`config.mk`:
```
export PLATFORM = sky130hd
export DESIGN_NAME = maxnet_update
export DESIGN_NICKNAME = d
export VERILOG_FILES = /design/src/rtl/maxnet_update.sv
export SDC_FILE = /design/constraint.sdc
export NUM_CORES = 2
export LEC_CHECK = 0
export ABC_AREA = 1
export CORE_MARGIN = 2
export CORE_UTILIZATION = 30
export DETAILED_ROUTE_END_ITERATION = 10
export GPL_ROUTABILITY_DRIVEN = 0
export GPL_TIMING_DRIVEN = 0
export SLEW_MARGIN = 20
export SYNTH_ARGS = -nofsm -noshare
export SYNTH_HDL_FRONTEND = slang
export SYNTH_SLANG_ARGS = --single-unit
export TNS_END_PERCENT = 100
```
`constraint.sdc`:
```
create_clock -name clk -period 14.1 [get_ports clk]
set_clock_uncertainty 0.1 [all_clocks]
set_input_delay 2.82 -clock clk [delete_from_list [all_inputs] [get_ports clk]]
set_output_delay 2.82 -clock clk [all_outputs]
set_load 0.1 [all_outputs]
```
`src/rtl/maxnet_update.sv`:
```
// maxnet_update: iterative MaxNet lateral-inhibition engine in Q(W-FRAC).FRAC.
// Each iteration applies x_k <= relu(x_k - eps * sum(x_j, j != k)). All four lanes
// are updated together at COMMIT. One multiplier is shared across the lanes.
// The downstream checker's stop is sampled only in CHECK.
// Optional feature: define MAXNET_TIMEOUT_EN to add the MAX_ITER parameter, the
// iteration limit and the timeout output.
module maxnet_update #(
   parameter int unsigned W      = 32,
   parameter int unsigned FRAC   = 16,
   parameter int unsigned ITER_W = 8
`ifdef MAXNET_TIMEOUT_EN
   ,
   parameter int unsigned MAX_ITER = 255
`endif
) (
   input  logic              clk,
   input  logic              rst,
   input  logic              start,
   input  logic [W-1:0]      x_in1,
   input  logic [W-1:0]      x_in2,
   input  logic [W-1:0]      x_in3,
   input  logic [W-1:0]      x_in4,
   input  logic [W-1:0]      eps,
   input  logic              stop,
   output logic [W-1:0]      x1,
   output logic [W-1:0]      x2,
   output logic [W-1:0]      x3,
   output logic [W-1:0]      x4,
   output logic              busy,
   output logic              done,
   output logic [ITER_W-1:0] iter_count
`ifdef MAXNET_TIMEOUT_EN
   ,
   output logic              timeout
`endif
);

   localparam int unsigned SW = W + 2;       // sum of four non-negative lanes
   localparam int unsigned PW = 2 * W;       // eps * (S - x_k) product
   localparam int unsigned QW = PW - FRAC;   // product after dropping fraction bits

   typedef enum logic [3:0] {
      S_IDLE, S_CHECK, S_SUM, S_LANE0, S_LANE1, S_LANE2, S_LANE3, S_COMMIT, S_DONE
   } state_t;

   state_t             state, state_nxt;
   logic [3:0][W-1:0]  x_q;
   logic [3:0][W-1:0]  n_q;
   logic [W-1:0]       eps_q;
   logic [SW-1:0]      sum_q;

   logic               load_c, sum_c, lane_c, commit_c, finish_c, timeout_c;
   logic [1:0]         lane_sel_c;
   logic               limit_hit_c;
   logic [3:0][W-1:0]  x_in_c;
   logic [W-1:0]       x_sel_c;
   logic [SW-1:0]      diff_c;
   logic [PW-1:0]      prod_c;
   logic [QW-1:0]      p_c;
   logic [QW-1:0]      x_ext_c;
   logic [W-1:0]       n_c;

`ifdef MAXNET_TIMEOUT_EN
   logic               timeout_q;
   assign limit_hit_c = (iter_count == ITER_W'(MAX_ITER));
   assign timeout     = timeout_q;
`else
   assign limit_hit_c = 1'b0;
`endif

   assign x_in_c = {x_in4, x_in3, x_in2, x_in1};
   assign x1     = x_q[0];
   assign x2     = x_q[1];
   assign x3     = x_q[2];
   assign x4     = x_q[3];

   // State register
   always_ff @(posedge clk) begin
      if (rst) state <= S_IDLE;
      else     state <= state_nxt;
   end

   // Next-state logic
   always_comb begin
      state_nxt = state;
      case (state)
         S_IDLE, S_DONE: if (start) state_nxt = S_CHECK;
         S_CHECK:        state_nxt = (stop || limit_hit_c) ? S_DONE : S_SUM;
         S_SUM:          state_nxt = S_LANE0;
         S_LANE0:        state_nxt = S_LANE1;
         S_LANE1:        state_nxt = S_LANE2;
         S_LANE2:        state_nxt = S_LANE3;
         S_LANE3:        state_nxt = S_COMMIT;
         S_COMMIT:       state_nxt = S_CHECK;
         default:        state_nxt = S_IDLE;
      endcase
   end

   // Per-state control strobes for the datapath
   always_comb begin
      load_c     = 1'b0;
      sum_c      = 1'b0;
      lane_c     = 1'b0;
      lane_sel_c = 2'd0;
      commit_c   = 1'b0;
      finish_c   = 1'b0;
      timeout_c  = 1'b0;
      case (state)
         S_IDLE, S_DONE: load_c = start;
         S_CHECK: begin
            finish_c  = stop | limit_hit_c;
            timeout_c = ~stop & limit_hit_c;
         end
         S_SUM:    sum_c = 1'b1;
         S_LANE0:  begin lane_c = 1'b1; lane_sel_c = 2'd0; end
         S_LANE1:  begin lane_c = 1'b1; lane_sel_c = 2'd1; end
         S_LANE2:  begin lane_c = 1'b1; lane_sel_c = 2'd2; end
         S_LANE3:  begin lane_c = 1'b1; lane_sel_c = 2'd3; end
         S_COMMIT: commit_c = 1'b1;
         default:  ;
      endcase
   end

   // Shared lane arithmetic: n = relu(x_k - ((eps * (S - x_k)) >> FRAC))
   always_comb begin
      x_sel_c = x_q[lane_sel_c];
      diff_c  = sum_q - SW'(x_sel_c);
      prod_c  = PW'(eps_q) * PW'(diff_c);
      p_c     = QW'(prod_c >> FRAC);
      x_ext_c = QW'(x_sel_c);
      n_c     = (p_c >= x_ext_c) ? '0 : W'(x_ext_c - p_c);
   end

   // Lane, shadow, sum and status registers
   always_ff @(posedge clk) begin
      if (rst) begin
         x_q        <= '0;
         n_q        <= '0;
         eps_q      <= '0;
         sum_q      <= '0;
         busy       <= 1'b0;
         done       <= 1'b0;
         iter_count <= '0;
`ifdef MAXNET_TIMEOUT_EN
         timeout_q  <= 1'b0;
`endif
      end else begin
         if (load_c) begin
            for (int k = 0; k < 4; k++)
               x_q[k] <= x_in_c[k][W-1] ? '0 : x_in_c[k];
            eps_q      <= eps;
            iter_count <= '0;
            busy       <= 1'b1;
            done       <= 1'b0;
`ifdef MAXNET_TIMEOUT_EN
            timeout_q  <= 1'b0;
`endif
         end
         if (finish_c) begin
            busy <= 1'b0;
            done <= 1'b1;
`ifdef MAXNET_TIMEOUT_EN
            timeout_q <= timeout_c;
`endif
         end
         if (sum_c)
            sum_q <= SW'(x_q[0]) + SW'(x_q[1]) + SW'(x_q[2]) + SW'(x_q[3]);
         if (lane_c)
            n_q[lane_sel_c] <= n_c;
         if (commit_c) begin
            x_q <= n_q;
            if (iter_count != {ITER_W{1'b1}})
               iter_count <= iter_count + ITER_W'(1);
         end
      end
   end

`ifndef MAXNET_TIMEOUT_EN
   logic unused_c;
   assign unused_c = timeout_c;
`endif

endmodule
```
Yosys cells after proc, flatten, opt, wreduce, memory -nomap -nowiden --
Cells that the tools add are included.
Word-level totals: bits in registers 336, output and inout port bits 138, word-level logic and storage cells 67
Operators by class: $lt $le $gt $ge 3, $mul 1, reduce and logical (&&, ||, !) cells 7, eq/ne operators 10, muxes and demuxes 26, add/subtract/negate cells 6
Operators by type and width (number):
- 2-to-1 mux 128 bit | 2
- bitwise mux 128 bit | 1
- 2-to-1 mux 31 bit | 4
- 2-to-1 mux 32 bit | 3
- binary-select mux 32 bit (select 2 bit) | 1
- demux 32 bit (select 2 bit) | 1
- multiplier 32 x 34 -> 64 bit | 1
- >= comparator 48 x 32 -> 1 bit | 1
- adder 33 x 32 -> 34 bit | 1
- adder 34 x 32 -> 34 bit | 1
- subtractor 34 x 32 -> 34 bit | 1
- adder 32 x 32 -> 33 bit | 1
- one-hot mux 4 bit (8 select lines) | 1
- subtractor 32 bit | 1
- 2-to-1 mux 8 bit | 3
- == test 4 x 3 -> 1 bit (second input constant) | 4
- adder 8 x 1 -> 8 bit (second input constant) | 1
- == test 4 x 2 -> 1 bit (second input constant) | 2
- 2-to-1 mux 4 bit | 2
- != test 8 bit (second input constant) | 1
- 2-to-1 mux 1 bit | 7
- one-hot mux 2 bit (3 select lines) | 1
- == test 4 x 1 -> 1 bit (second input constant) | 1
- == test 4 bit (second input constant) | 1
- 8 further kinds | 10

Depth between registers and ports, before layout --
depth after elaboration 9, gate-level depth with buffers 70

Least setup slack after synthesis --
No wires, ideal clock.
path kind reg2reg, start register x_q, in the netlist x2[0], end register n_q[11] in the netlist's numbering, buffers on the path 3, clock period less this slack 11501 ps, stages on the path, launching flop included 62, arrival time 11332 ps, path slack 2599 ps, cell sequence dfxtp_1 -> o32ai_1 -> a221oi_1 -> ha_1 -> inv_1 -> ha_1 -> inv_1 -> nand2_1 -> nand2_1 -> nand2_1 -> nand2_1 -> nand2_2 -> a21oi_1 -> o21ai_1 -> nand2_1 -> nand2_1 -> or2_2 -> nand2_1 -> (+26 left out) -> nand2_1 -> xor2_1 -> ha_1 -> clkbuf_1 -> nand2_1 -> nor3_1 -> nand2_1 -> o311ai_0 -> nor2_1 -> nand2_1 -> nor2_1 -> nand3_1 -> nor3_1 -> nand3_1 -> a21oi_4 -> buf_12 -> nand3_4 -> a21oi_2
Between the ends: word-level cells in the longest chain between the ends 7, elaborated cells between the ends (all ways) 8, those cells by class 2 x add/sub; 1 x mul; 1 x order compare; 4 x mux
RTL lines:
- from (decl) | line 47 | logic [3:0][W-1:0] x_q;
- from (signal, indexed assignment) | line 150 | x_q[k] <= x_in_c[k][W-1] ? '0 : x_in_c[k];
- from (signal assigned) | line 171 | x_q <= n_q;
- binary-select mux 32 bit (select 2 bit) * | line 126 | x_sel_c = x_q[lane_sel_c];
- 2-to-1 mux 32 bit (not written as such) * | line 126
- subtractor 34 x 32 -> 34 bit | line 127 | diff_c = sum_q - SW'(x_sel_c);
- multiplier 32 x 34 -> 64 bit | line 128 | prod_c = PW'(eps_q) * PW'(diff_c);
- >= comparator 48 x 32 -> 1 bit or subtractor 32 bit (tied branches) | line 131 | n_c = (p_c >= x_ext_c) ? '0 : W'(x_ext_c - p_c);
- 2-to-1 mux 32 bit * | line 131
- bitwise mux 128 bit * | line 169 | n_q[lane_sel_c] <= n_c;
- to (signal, indexed assignment) | line 169
- to (decl) | line 48 | logic [3:0][W-1:0] n_q;
Every way passes the cells marked *; elsewhere a longest branch is shown, timed or not. The select of a mux whose other input is x is not followed. A chain may end at the register's enable or synchronous reset.

Worst setup path in the final report --
start register state[2], end register n_q[29] in the netlist's numbering
Between the ends: word-level cells in the longest chain between the ends 9, elaborated cells between the ends (all ways) 20, those cells by class 2 x add/sub; 1 x mul; 3 x order compare; 4 x eq/ne; 8 x mux; 2 x reduce/logical
RTL lines:
- from (decl) | line 46 | state_t state, state_nxt;
- from (signal assigned) | line 80 | else state <= state_nxt;
- == test 4 x 3 -> 1 bit | line 108 | case (state)
- one-hot mux 2 bit (3 select lines) | line 108
- binary-select mux 32 bit (select 2 bit) | line 126
- 2-to-1 mux 32 bit (not written as such) | line 126
- subtractor 34 x 32 -> 34 bit | line 127
- multiplier 32 x 34 -> 64 bit | line 128
- >= comparator 48 x 32 -> 1 bit or subtractor 32 bit (tied branches) | line 131
- 2-to-1 mux 32 bit | line 131
- bitwise mux 128 bit | line 169
Several ways; a longest one is shown, not always the timed one. The select of a mux whose other input is x is not followed.

==> impl_metrics.yaml <==
run_status:
  status: "complete, no violations"
drt:
  via_count: 51600
  drtIter0Drc: 5800
  drt-wirelength-per-cell_um: 24.0
  drt_wl_total_mm: 236
  antenna_left: 0
  viasPerCell: 5.24
  firstDrtPassIters: 7
  drc: 0
yosys:
  synth_top_area_frac: 0.367
  synthTopCellsByArea: "fa_1 (37%), dfxtp_1 (12%), inv_1 (9.0%), ha_1 (8.3%), nand2_1 (7.7%)"
  synth_area_um2: 55600
  ys_types: 57
  synth_edf_count: 0
  seq_area_frac_synth: 0.121
  avgSynthCellArea_um2: 7.95
  synth_area_leader_cell: "fa_1"
  syn-num-nets: 8536
  yosysWarnings: 0
  ys_ff_latch: 336
  syn_inst: 6986
  ys_async_sr_fraction: 0
  synth-main-ff-cell: "dfxtp_1"
worst_setup_path:
  crit_path_max_fanout: 12
  cp.required_ns: 14.52
  arrival_ns: 14.07
  worst_setup_path_start_kind: "flip-flop"
  critPathBufInv: 12
  max_stage_delay_ns: 0.72
  cp-end-kind: "flip-flop"
  path_delay_family: "adder cells"
  criticalPathCategory: "flip-flop to flip-flop"
  crit_slowest_cell: "fa_1"
  crit_start: "state[2]"
  cp_common_cell: "fa_1"
  reg2reg_from: "state[2]"
sta:
  relSlewSlack: 0.131
  finalCriticalPeriod_ns: 13.65
  setup_viol: 0
  final_max_slew_viol_count: 0
  period_share: 0.968
  hold_viol: 0
  holdWs_ns: 0.352
  setup-tns-final_ns: 0
  timing.fmax_ghz: 0.0733
  tightest_slew_ns: 1.30
cts:
  hold_buffers: 0
  cts_tree: "built"
  root_buffer: "clkbuf_16"
  path_clk_slew_ns: 0.06
  cts_buffers: 39
  cts.sinks: 336
  insertion_delay_ns: 0.61
  clockBufferDepth: 3
  cts_max_level: 2
layout:
  final_nets: 8899
  fillers: 19300
  syn_to_final_growth_pct: 15.2
  final-instance-count-excl-fill: 9845
  fin_util: 0.349
  drive_gt1_frac: 0.0607
die:
  io_pins: 302
  start_util: 0.303
  core_area_um2: 183000
  die_area_um2: 189000
  die_x_um: 434
  num_rows: 157
  die_h_um: 434
hold_path:
  hold_path.class: "flip-flop to flip-flop"
  min-delay-start: "busy"
global_route:
  grt-busiest-layer: "met2"
  met1_usage: 0.308
  use_met3: 0.0714
  overflow: 0
  grt_usage: 0.250
  grt_pass1_wl_mm: 348
  antenna_found_initial: 10
  use_met2: 0.387
  grt_start_max_net_pins: 15
  grt_pass1_vias: 53400
placed_design:
  dp_cells: 9757
  io_buffers: 300
  dp.final_hpwl_mm: 200
flow_run:
  cap_violations: 0
flip-flops by register name (all words and copies together), names as in the netlist:
signal      cells
busy            1
done            1
eps_q          32
iter_count      8
n_q           128
state           4
sum_q          34
x1             32
x2             32
x3             32
x4             32
routing by layer:
layer	vias to the layer above	routed length [um]
met2	3250	102000
met3	763	27400
li1	22200	-
met4	4	18600
met5	-	22
met1	25300	88700
area by class of cell:
type	instances	area (um2)	area share
clock inverters	18	307	0.00479
inverters	1374	5170	0.0808
diodes	4	10.0	0.000156
well taps	2464	3080	0.0481
plain buffers	339	1520	0.0237
clock buffers	51	1090	0.0170
repair buffers	334	3280	0.0512
multi-input cells	4925	42900	0.669
flip-flops and latches	336	6730	0.105
logic make-up after synthesis:
kind of cell             Yosys count  synth area share
AND/OR/NAND/NOR                 2435             0.185
buffers and inverters           1725             0.118
adder cells (fa/ha/maj)         1386             0.450
AO/OA/AOI/OAI                   1008             0.111
flip-flops                       336             0.121
XOR/XNOR                          96            0.0151
worst reg2reg max path, delay by kind of cell, from the launching register on:
| kind | cells | cell delay, ns |
|---|---|---|
| compound gates | 14 | 2.55 |
| fa+ha+maj | 11 | 5.60 |
| flops | 1 | 0.32 |
| buf+inv | 12 | 1.92 |
| xor+xnor | 1 | 0.19 |
| simple gates | 18 | 2.90 |
path summary, 6_finish.rpt:
check / end / slack, ns / cells past startpoint
max: n_q[29] / 0.45 / 56
min: busy / 0.35 / 2
max reg2reg: n_q[29] / 0.45 / 56
min reg2reg: busy / 0.35 / 2
cells in the final DEF, fill, tap and decap left out, types with 39 or more instances in the layout:
master / Yosys / final
nand2_1: 1146 / 1136
nor2_1: 823 / 818
clkdlybuf4s50_1: 0 / 300
dfxtp_1: 336 / 336
ha_1: 368 / 368
nand3_1: 317 / 316
inv_1: 1334 / 1330
a21oi_2: 120 / 125
clkbuf_1: 316 / 264
clkbuf_16: 0 / 39
xor2_1: 59 / 55
a21oi_1: 265 / 258
o21ai_0: 330 / 326
fa_1: 1018 / 1013
a31oi_1: 140 / 139
Yosys cell counts, types with 22 or more instances:
cell type	number
fa_1	1018
nand4_1	22
nor3_1	30
a31oi_1	140
xnor2_1	37
a221oi_1	31
nand2_1	1146
clkinv_1	27
nand3_4	30
a21oi_2	120
dfxtp_1	336
xor2_1	59
a21oi_1	265
o21ai_0	330
nor2_1	823
nand3_1	317
inv_1	1334
clkbuf_1	316
ha_1	368
repair_timing:
item                                    CTS  global route
gates resized for setup                  77           149
endpoints found under the setup margin  128           128
hold endpoints to repair                  0             0
setup buffers                             1            26
pin swaps                                 0            10
metrics by stage:
stage / area (um2) / setup slack, ns
floorplan: 55600 / 2.60
global placement: 61700 / -2.05
detailed placement: 61700 / -0.994
CTS: 63500 / 0.00946
global route: 64000 / -0.00114
finish: 64000 / 0.451
Power is left out: the tool's default activity adds up to more than one toggle a clock period on the data nets, which glitch-free logic cannot reach.
